### config.mk
export PLATFORM = sky130hd
export DESIGN_NAME = toll_gate_top
export DESIGN_NICKNAME = d
export VERILOG_FILES = /design/src/rtl/toll_gate_top.sv
export SDC_FILE = /design/constraint.sdc
export NUM_CORES = 1
export LEC_CHECK = 0
export CAP_MARGIN = 20
export CORE_MARGIN = 10
export CORE_UTILIZATION = 55
export DETAILED_ROUTE_END_ITERATION = 10
export PLACE_DENSITY = 0.71
export SLEW_MARGIN = 20
export SYNTH_ARGS = -nofsm -noshare
export SYNTH_HDL_FRONTEND = slang
export SYNTH_SLANG_ARGS = --single-unit
### constraint.sdc
create_clock -name clk -period 3.1 [get_ports clk]
set_input_delay 0.93 -clock clk [delete_from_list [all_inputs] [get_ports clk]]
set_output_delay 0.93 -clock clk [all_outputs]
set_load 0.05 [all_outputs]
### src/rtl/toll_gate_top.sv
// Toll lane controller: vehicle speed timing, restoring divider, UART speed report and barrier control.
// Build option: define TOLL_OVERSPEED_EN to append an overspeed flag frame and suppress E-pass opening for speeders.
module toll_gate_top #(
  parameter int SYS_FREQ    = 50_000_000,
  parameter int BAUD        = 9600,
  parameter int WIDTH_MS    = 16,
  parameter int WIDTH_SPEED = 14
`ifdef TOLL_OVERSPEED_EN
  , parameter int SPEED_LIMIT = 600
`endif
) (
  input  logic       clk,
  input  logic       reset_n,
  input  logic       sensor1,
  input  logic       sensor2,
  input  logic       sensor3,
  input  logic [1:0] valid_Epass,
  input  logic       enable,
  output logic       barrier,
  output logic       serial_data_out
);

  localparam int TICK_CYC = SYS_FREQ / 1000;
  localparam int TICK_W   = (TICK_CYC > 1) ? $clog2(TICK_CYC) : 1;
  localparam logic [TICK_W-1:0] TICK_LAST = TICK_W'(TICK_CYC - 1);

  localparam int BIT_CYC = SYS_FREQ / BAUD;
  localparam int BAUD_W  = (BIT_CYC > 1) ? $clog2(BIT_CYC) : 1;
  localparam logic [BAUD_W-1:0] BAUD_LAST = BAUD_W'(BIT_CYC - 1);

  // 144000 = 4 m * 3.6 * 10 * 1000; the result is in 0.1 km/h for a time in ms.
  localparam int DIV_W = 18;
  localparam logic [DIV_W-1:0] DIVIDEND_V  = DIV_W'(144000);
  localparam logic [DIV_W-1:0] SPEED_MAX_Q = DIV_W'((1 << WIDTH_SPEED) - 1);
  localparam logic [WIDTH_SPEED-1:0] SPEED_MAX = {WIDTH_SPEED{1'b1}};
  localparam logic [4:0] DIV_STEPS = 5'(DIV_W);

`ifdef TOLL_OVERSPEED_EN
  localparam logic [1:0] LAST_FRAME = 2'd2;
  localparam logic [WIDTH_SPEED-1:0] SPEED_LIMIT_V = WIDTH_SPEED'(SPEED_LIMIT);
`else
  localparam logic [1:0] LAST_FRAME = 2'd1;
`endif

  typedef enum logic [2:0] {
    IDLE,
    TIMING,
    DIVIDE,
    SEND,
    WAIT_EXIT
  } state_t;

  state_t state_q;

  logic [5:0] syncA_q, syncB_q;
  logic [2:0] prev_q;
  logic [TICK_W-1:0] tickCnt_q;
  logic [WIDTH_MS-1:0] ms_q;
  logic [WIDTH_MS-1:0] rem_q;
  logic [DIV_W-1:0] quo_q;
  logic [4:0] divCnt_q;
  logic [WIDTH_SPEED-1:0] speed_q;
  logic [1:0] frameIdx_q;
  logic [3:0] bitIdx_q;
  logic [BAUD_W-1:0] baudCnt_q;
  logic txLine_q;
  logic barrier_q, barrier_d;

  logic s1, s2, s3, en;
  logic [1:0] pass;
  logic rise1, rise2, fall3, tick;
  logic [WIDTH_MS:0] trial;
  logic fits;
  logic [WIDTH_MS-1:0] remSub, rem_d;
  logic [DIV_W-1:0] quo_d;
  logic [15:0] speed16;
  logic [7:0] frameByte;
  logic epassSet;

  // Bit order in the synchronizer: {enable, valid_Epass, sensor3, sensor2, sensor1}.
  always_ff @(posedge clk) begin
    if (reset_n) begin
      syncA_q <= '0;
      syncB_q <= '0;
      prev_q  <= '0;
    end else begin
      syncA_q <= {enable, valid_Epass, sensor3, sensor2, sensor1};
      syncB_q <= syncA_q;
      prev_q  <= syncB_q[2:0];
    end
  end

  assign s1    = syncB_q[0];
  assign s2    = syncB_q[1];
  assign s3    = syncB_q[2];
  assign pass  = syncB_q[4:3];
  assign en    = syncB_q[5];
  assign rise1 = s1 & ~prev_q[0];
  assign rise2 = s2 & ~prev_q[1];
  assign fall3 = ~s3 & prev_q[2];

  always_ff @(posedge clk) begin
    if (reset_n || tickCnt_q == TICK_LAST) begin
      tickCnt_q <= '0;
    end else begin
      tickCnt_q <= tickCnt_q + TICK_W'(1);
    end
  end

  assign tick = (tickCnt_q == TICK_LAST);

  // One restoring step: shift the next dividend bit into the remainder and subtract if it fits.
  assign trial  = {rem_q, quo_q[DIV_W-1]};
  assign fits   = (trial >= {1'b0, ms_q});
  assign remSub = trial[WIDTH_MS-1:0] - ms_q;
  assign rem_d  = fits ? remSub : trial[WIDTH_MS-1:0];
  assign quo_d  = {quo_q[DIV_W-2:0], fits};

  assign speed16 = 16'(speed_q);

`ifdef TOLL_OVERSPEED_EN
  logic overspeed;
  assign overspeed = (speed_q > SPEED_LIMIT_V);
`endif

  always_comb begin
    frameByte = 8'h00;
    case (frameIdx_q)
      2'd0:    frameByte = speed16[15:8];
      2'd1:    frameByte = speed16[7:0];
`ifdef TOLL_OVERSPEED_EN
      2'd2:    frameByte = {7'd0, overspeed};
`endif
      default: frameByte = 8'h00;
    endcase
  end

  always_ff @(posedge clk) begin
    if (reset_n) begin
      state_q    <= IDLE;
      ms_q       <= '0;
      rem_q      <= '0;
      quo_q      <= '0;
      divCnt_q   <= '0;
      speed_q    <= '0;
      frameIdx_q <= '0;
      bitIdx_q   <= '0;
      baudCnt_q  <= '0;
      txLine_q   <= 1'b1;
    end else begin
      case (state_q)
        IDLE: begin
          if (rise1) begin
            ms_q    <= '0;
            state_q <= TIMING;
          end
        end

        TIMING: begin
          if (tick && ms_q != '1) begin
            ms_q <= ms_q + WIDTH_MS'(1);
          end
          if (rise2) begin
            quo_q    <= DIVIDEND_V;
            rem_q    <= '0;
            divCnt_q <= '0;
            state_q  <= DIVIDE;
          end
        end

        DIVIDE: begin
          if (divCnt_q != DIV_STEPS) begin
            rem_q    <= rem_d;
            quo_q    <= quo_d;
            divCnt_q <= divCnt_q + 5'd1;
          end else begin
            if (ms_q == '0 || quo_q > SPEED_MAX_Q) begin
              speed_q <= SPEED_MAX;
            end else begin
              speed_q <= quo_q[WIDTH_SPEED-1:0];
            end
            frameIdx_q <= '0;
            bitIdx_q   <= '0;
            baudCnt_q  <= '0;
            txLine_q   <= 1'b0;
            state_q    <= SEND;
          end
        end

        // bitIdx 0 is the start bit, 1..8 data LSB first, 9 the stop bit.
        SEND: begin
          if (baudCnt_q == BAUD_LAST) begin
            baudCnt_q <= '0;
            if (bitIdx_q == 4'd9) begin
              bitIdx_q <= '0;
              if (frameIdx_q == LAST_FRAME) begin
                txLine_q <= 1'b1;
                state_q  <= WAIT_EXIT;
              end else begin
                frameIdx_q <= frameIdx_q + 2'd1;
                txLine_q   <= 1'b0;
              end
            end else begin
              bitIdx_q <= bitIdx_q + 4'd1;
              txLine_q <= (bitIdx_q == 4'd8) ? 1'b1 : frameByte[bitIdx_q[2:0]];
            end
          end else begin
            baudCnt_q <= baudCnt_q + BAUD_W'(1);
          end
        end

        WAIT_EXIT: begin
          if (fall3 || (!s1 && !s2 && !s3)) begin
            state_q <= IDLE;
          end
        end

        default: state_q <= IDLE;
      endcase
    end
  end

`ifdef TOLL_OVERSPEED_EN
  // The speed is unknown while dividing, so a pass read then is held off until the result exists.
  assign epassSet = s2 && (pass == 2'b10) &&
                    !(state_q == DIVIDE ||
                      ((state_q == SEND || state_q == WAIT_EXIT) && overspeed));
`else
  assign epassSet = s2 && (pass == 2'b10);
`endif

  always_comb begin
    barrier_d = barrier_q;
    if (fall3 && !en) begin
      barrier_d = 1'b0;
    end
    if (en || epassSet) begin
      barrier_d = 1'b1;
    end
  end

  always_ff @(posedge clk) begin
    if (reset_n) begin
      barrier_q <= 1'b0;
    end else begin
      barrier_q <= barrier_d;
    end
  end

  assign barrier         = barrier_q;
  assign serial_data_out = txLine_q;

endmodule

* Yosys cells after proc, flatten, opt, wreduce, memory -nomap -nowiden
Index checks and enable logic that the tools add are counted.
** Storage, ports and cells
- Bits of input ports :: 8
- Bits in latches :: 0
- Memories kept :: 0
- Output and inout bits :: 2
- Register bits :: 124
- Word-level logic and storage cells :: 126
- Bits in read-only memories :: 0
- RAM bits :: 0
** Operators by class
- $lt $le $gt $ge :: 3
- Add/subtract/negate cells :: 7
- Reduce and logical (&&, ||, !) cells :: 27
- Eq/ne operators :: 22
- $mul :: 0
- Muxes and demuxes :: 45
- Shifts and indexed selects :: 0
- Bitwise logic cells :: 7
- Divide/modulo/power cells :: 0
** Operators with widths (number)
- two-way mux 16 bit :: 5
- one-hot mux 16 bit (2 select lines) :: 2
- two-way mux 18 bit :: 2
- one-hot mux 18 bit (2 select lines) :: 1
- adder 16 x 1 -> 16 bit, second input constant :: 2
- two-way mux 13 bit :: 2
- one-hot mux 13 bit (2 select lines) :: 1
- two-way mux 3 bit :: 7
- != test 2 bit, second input constant :: 10
- greater-than comparator 18 x 14 -> 1 bit, second input constant :: 1
- >= comparator 17 x 16 -> 1 bit :: 1
- == test 16 bit, second input constant :: 1
- logical NOT 16 bit :: 1
- != test 16 bit, second input constant :: 1
- one-hot mux 8 bit (2 select lines) :: 1
- subtractor 16 bit :: 1
- one-hot mux 3 bit (5 select lines) :: 1
- two-way mux 14 bit :: 1
- adder 13 x 1 -> 13 bit, second input constant :: 1
- == test 13 bit, second input constant :: 1
- two-way mux 4 bit :: 3
- two-way mux 5 bit :: 2
- one-hot mux 5 bit (2 select lines) :: 1
- AND reduction 3 bit :: 3
- other kinds (28) :: 59

* Longest topological paths before layout
- Depth after elaboration :: 8
- Mapped depth :: 10
- Gate-level depth less buffers :: 9

* Least setup slack after synthesis
No wires, ideal clock.
- Path kind :: reg2reg
- Start point :: reg ms_q[2]
- End point :: reg rem_q[2]
- Path buffers :: 1
- Data arrival time :: 2066 ps
- Clock period less this slack :: 2187 ps
- Path slack :: 913 ps
- Library setup time :: 122 ps
- Required time :: 2978 ps
- Stages on the path, launching flop included :: 10
- Cells stage by stage :: dfxtp_1 -> inv_1 -> ha_1 -> a21oi_1 -> a211o_1 -> a21bo_2 -> a21boi_2 -> buf_2 -> nor3_1 -> a221o_1
** On the way
- Longest elaborated chain between the ends :: 4
- Elaborated cells on any way between the ends :: 5
- Classes of those cells :: 1 x add/sub; 1 x order compare; 3 x mux
** RTL lines
- from (decl) :: line 58 : logic [WIDTH_MS-1:0] ms_q;
- from (signal assigned) :: line 161 : ms_q <= ms_q + WIDTH_MS'(1);
- subtractor 16 bit or >= comparator 17 x 16 -> 1 bit (tied branches) :: line 115, 114
- two-way mux 16 bit * :: line 116 : assign rem_d = fits ? remSub : trial[WIDTH_MS-1:0];
- two-way mux 16 bit * :: line 172 : if (divCnt_q != DIV_STEPS) begin
- one-hot mux 16 bit (2 select lines) * :: line 151 : case (state_q)
- to (signal assigned) :: line 173 : rem_q <= rem_d;
- to (decl) :: line 59 : logic [WIDTH_MS-1:0] rem_q;
Every way passes the cells marked *; elsewhere a longest branch is shown, timed or not. The select of a mux whose other input is x is not followed.
A chain may end at the register's enable or synchronous reset.

* Worst setup path after layout
- Start point :: reg ms_q[4]
- End point :: reg rem_q[9]
Same word-level chain as after synthesis.

==> impl_metrics.ini <==
[job]
maxCapViolCount = 0

[global_routing]
grt_pass1_wl_um = 23600
antenna_found_initial = 0
grt_pass1_vias = 4850
gr-usage-all-layers_pct = 17.3
overflow = 0
grt_max_degree = 35

[placement]
gp_congestion = 0.898
dp.final_hpwl_um = 9980
port_buffers = 9

[logic_synthesis]
synth.distinct_cells = 66
ys_ff_latch = 124
synthesis.nets = 749
yosys.area.top_type_share_pct = 39.8
netlist_area_um2 = 6240
synth_top_flop_cell = dfxtp_1
async_flop_share_pct = 0
ys_warn_count = 0
synth_edf_count = 0
netlist_instances = 716
netlist_top_cells_area = dfxtp_1, ha_1, nor2_1
avgSynthCellArea_um2 = 8.72
synth_top_area_cell = dfxtp_1
ys_seq_area_share_pct = 39.8

[die]
io_pins = 10
core_um2 = 11000
die_h_um = 127
die_width_um = 127
die-area_um2 = 16000
initial_core_util_pct = 56.8
num_rows = 38

[timing]
tightest_slew_ns = 0.690
setup_viol = 0
post-route-period-util_pct = 84.5
rsz0062_at_grt = no
hold_violations = 0
fin_crit_ns = 2.62
timing.setup.tns_ns = 0
clock_skew_ns = 0.00709
drv_slew = 0
relSlewSlack_pct = 53.8
max_freq_mhz = 382

[clock_tree]
post_cts_buffers = 0
cts_tree = built
clockBufferDepth = 2
htreeDepth = 4
holdBufCountCts = 0
clkSinkCount = 124
clock-root-buffer = clkbuf_16
clk_pin_slew_ns = 0.05
cts_resized = 0
insertion_delay_ns = 0.42
numCtsBuffers = 17

[power]
ir_drop_v = 0.000676
pwr_density_cell_nw_per_um2 = 513
p_leak_nw = 2.60

[finish]
final_common_cell = dfxtp_1
layout_common_cells = dfxtp_1, nor2_1, nand2_1
diodes = 0
finalCoreUtilization_pct = 63.5
syn2layout_area_growth_pct = 11.8
drive_gt1_share_pct = 11.3
final_nets = 752

[critical_path]
crit_chain = inv_1 > ha_1 > a21o_1 > a32oi_1 > a21bo_2 > a21boi_2 > nor2_1 > o311ai_0
r2r_setup_slack_ns = 0.48
critPathKind = reg -> reg
critical_path_required_ns = 3.39
cpMaxStageDelayCell = a21boi_2
max_stage_delay_ns = 0.50
cp.arrival_ns = 2.91
startpoint_type = flip-flop
end_kind = flip-flop
worst-path-max-fanout = 14

[routing]
dr.first_iter.drc_count = 538
drt-total-wl_um = 13900
vias = 5201
ant_nets = 0
remaining_drc_errors = 0
dr.pass1.iters = 5
wl_per_cell_um = 15.9
routed_via_density = 5.96

[worst_hold_path]
hold_path.class = reg -> reg

[outcome]
status = finished clean
## worst max-delay path, delay by kind of cell (launching register included)
kind / cells / cell delay (ns)
compound gates: 5 / 1.52
fa+ha+maj: 1 / 0.38
buf+inv: 1 / 0.08
flops: 1 / 0.42
simple gates: 1 / 0.10
## cells by family after synthesis
| logic type | count (synthesis) | share of synthesized area, % |
|---|---|---|
| xor+xnor | 42 | 5.89 |
| flops | 124 | 39.8 |
| compound gates | 193 | 22.9 |
| mux | 1 | 0.180 |
| buf+inv | 61 | 3.81 |
| fa+ha+maj | 25 | 5.13 |
| simple gates | 270 | 22.3 |
## state kept, by name, summed over array words and instances, names as in the netlist
| signal | flops |
|---|---|
| barrier | 1 |
| baudCnt_q | 13 |
| bitIdx_q | 4 |
| divCnt_q | 5 |
| frameIdx_q | 2 |
| ms_q | 16 |
| prev_q | 3 |
| quo_q | 18 |
| rem_q | 16 |
| serial_data_out | 1 |
| speed_q | 14 |
| state_q | 3 |
| syncA_q | 6 |
| syncB_q | 6 |
| tickCnt_q | 16 |
## synth_stat cells, drive strengths merged, types with 7 or more instances
library cell / n
nand2b: 13
buf: 7
xnor2: 27
inv: 25
o211ai: 10
nor2b: 22
a21oi: 42
clkbuf: 29
xor2: 15
a21o: 10
o221a: 20
nor2: 79
o2111ai: 9
nor3: 16
ha: 24
dfxtp: 124
nand2: 52
and3: 18
and2: 11
nand3: 19
o21ai: 28
nand4: 9
a22oi: 16
## final cells by class
class,instances,area (µm²)
fill,950,4010
multi-input combinational,531,3520
clock inverter,13,103
inverter,25,93.8
sequential,124,2480
clock buffer,19,433
tap,140,175
timing repair buffer,20,168
## routing by layer
| layer | GRT usage (%) | routed length, µm |
|---|---|---|
| met1 | 23.5 | 6890 |
| met2 | 25.6 | 6050 |
| met3 | 4.87 | 734 |
| met4 | 6.10 | 233 |
| met5 | 0 | 0 |
## through the flow
step                instances  instance area, µm²  power (mW)  hold WS [ns]  setup WS (ns)
global route              872                6980        3.70         0.463          0.233
CTS                       872                6980        3.60         0.444          0.526
detailed placement        840                6440        1.82         0.428          0.528
floorplan                 716                6240        1.77         0.413          0.913
finish                    872                6980        3.57         0.439          0.480
global placement          840                6440        1.82         0.419          0.610
## power breakdown
group,switching [mW],internal (mW),total (mW)
combinational,0.103,0.0628,0.166
sequential,0.0105,1.61,1.62
clock,0.700,1.09,1.79
total,0.813,2.76,3.57
## path summary, 6_finish.rpt
| check | from | endpoint | cells after the start |
|---|---|---|---|
| setup / recovery | ms_q[4]$_SDFFE_PP0P_ | rem_q[9]$_SDFFE_PP0P_ | 8 |
| hold / removal | syncA_q[0]$_SDFF_PP0_ | syncB_q[0]$_SDFF_PP0_ | 1 |
| setup reg to reg | ms_q[4]$_SDFFE_PP0P_ | rem_q[9]$_SDFFE_PP0P_ | 8 |
| hold reg to reg | syncA_q[0]$_SDFF_PP0_ | syncB_q[0]$_SDFF_PP0_ | 1 |
Power figures use the tool's default switching activity.
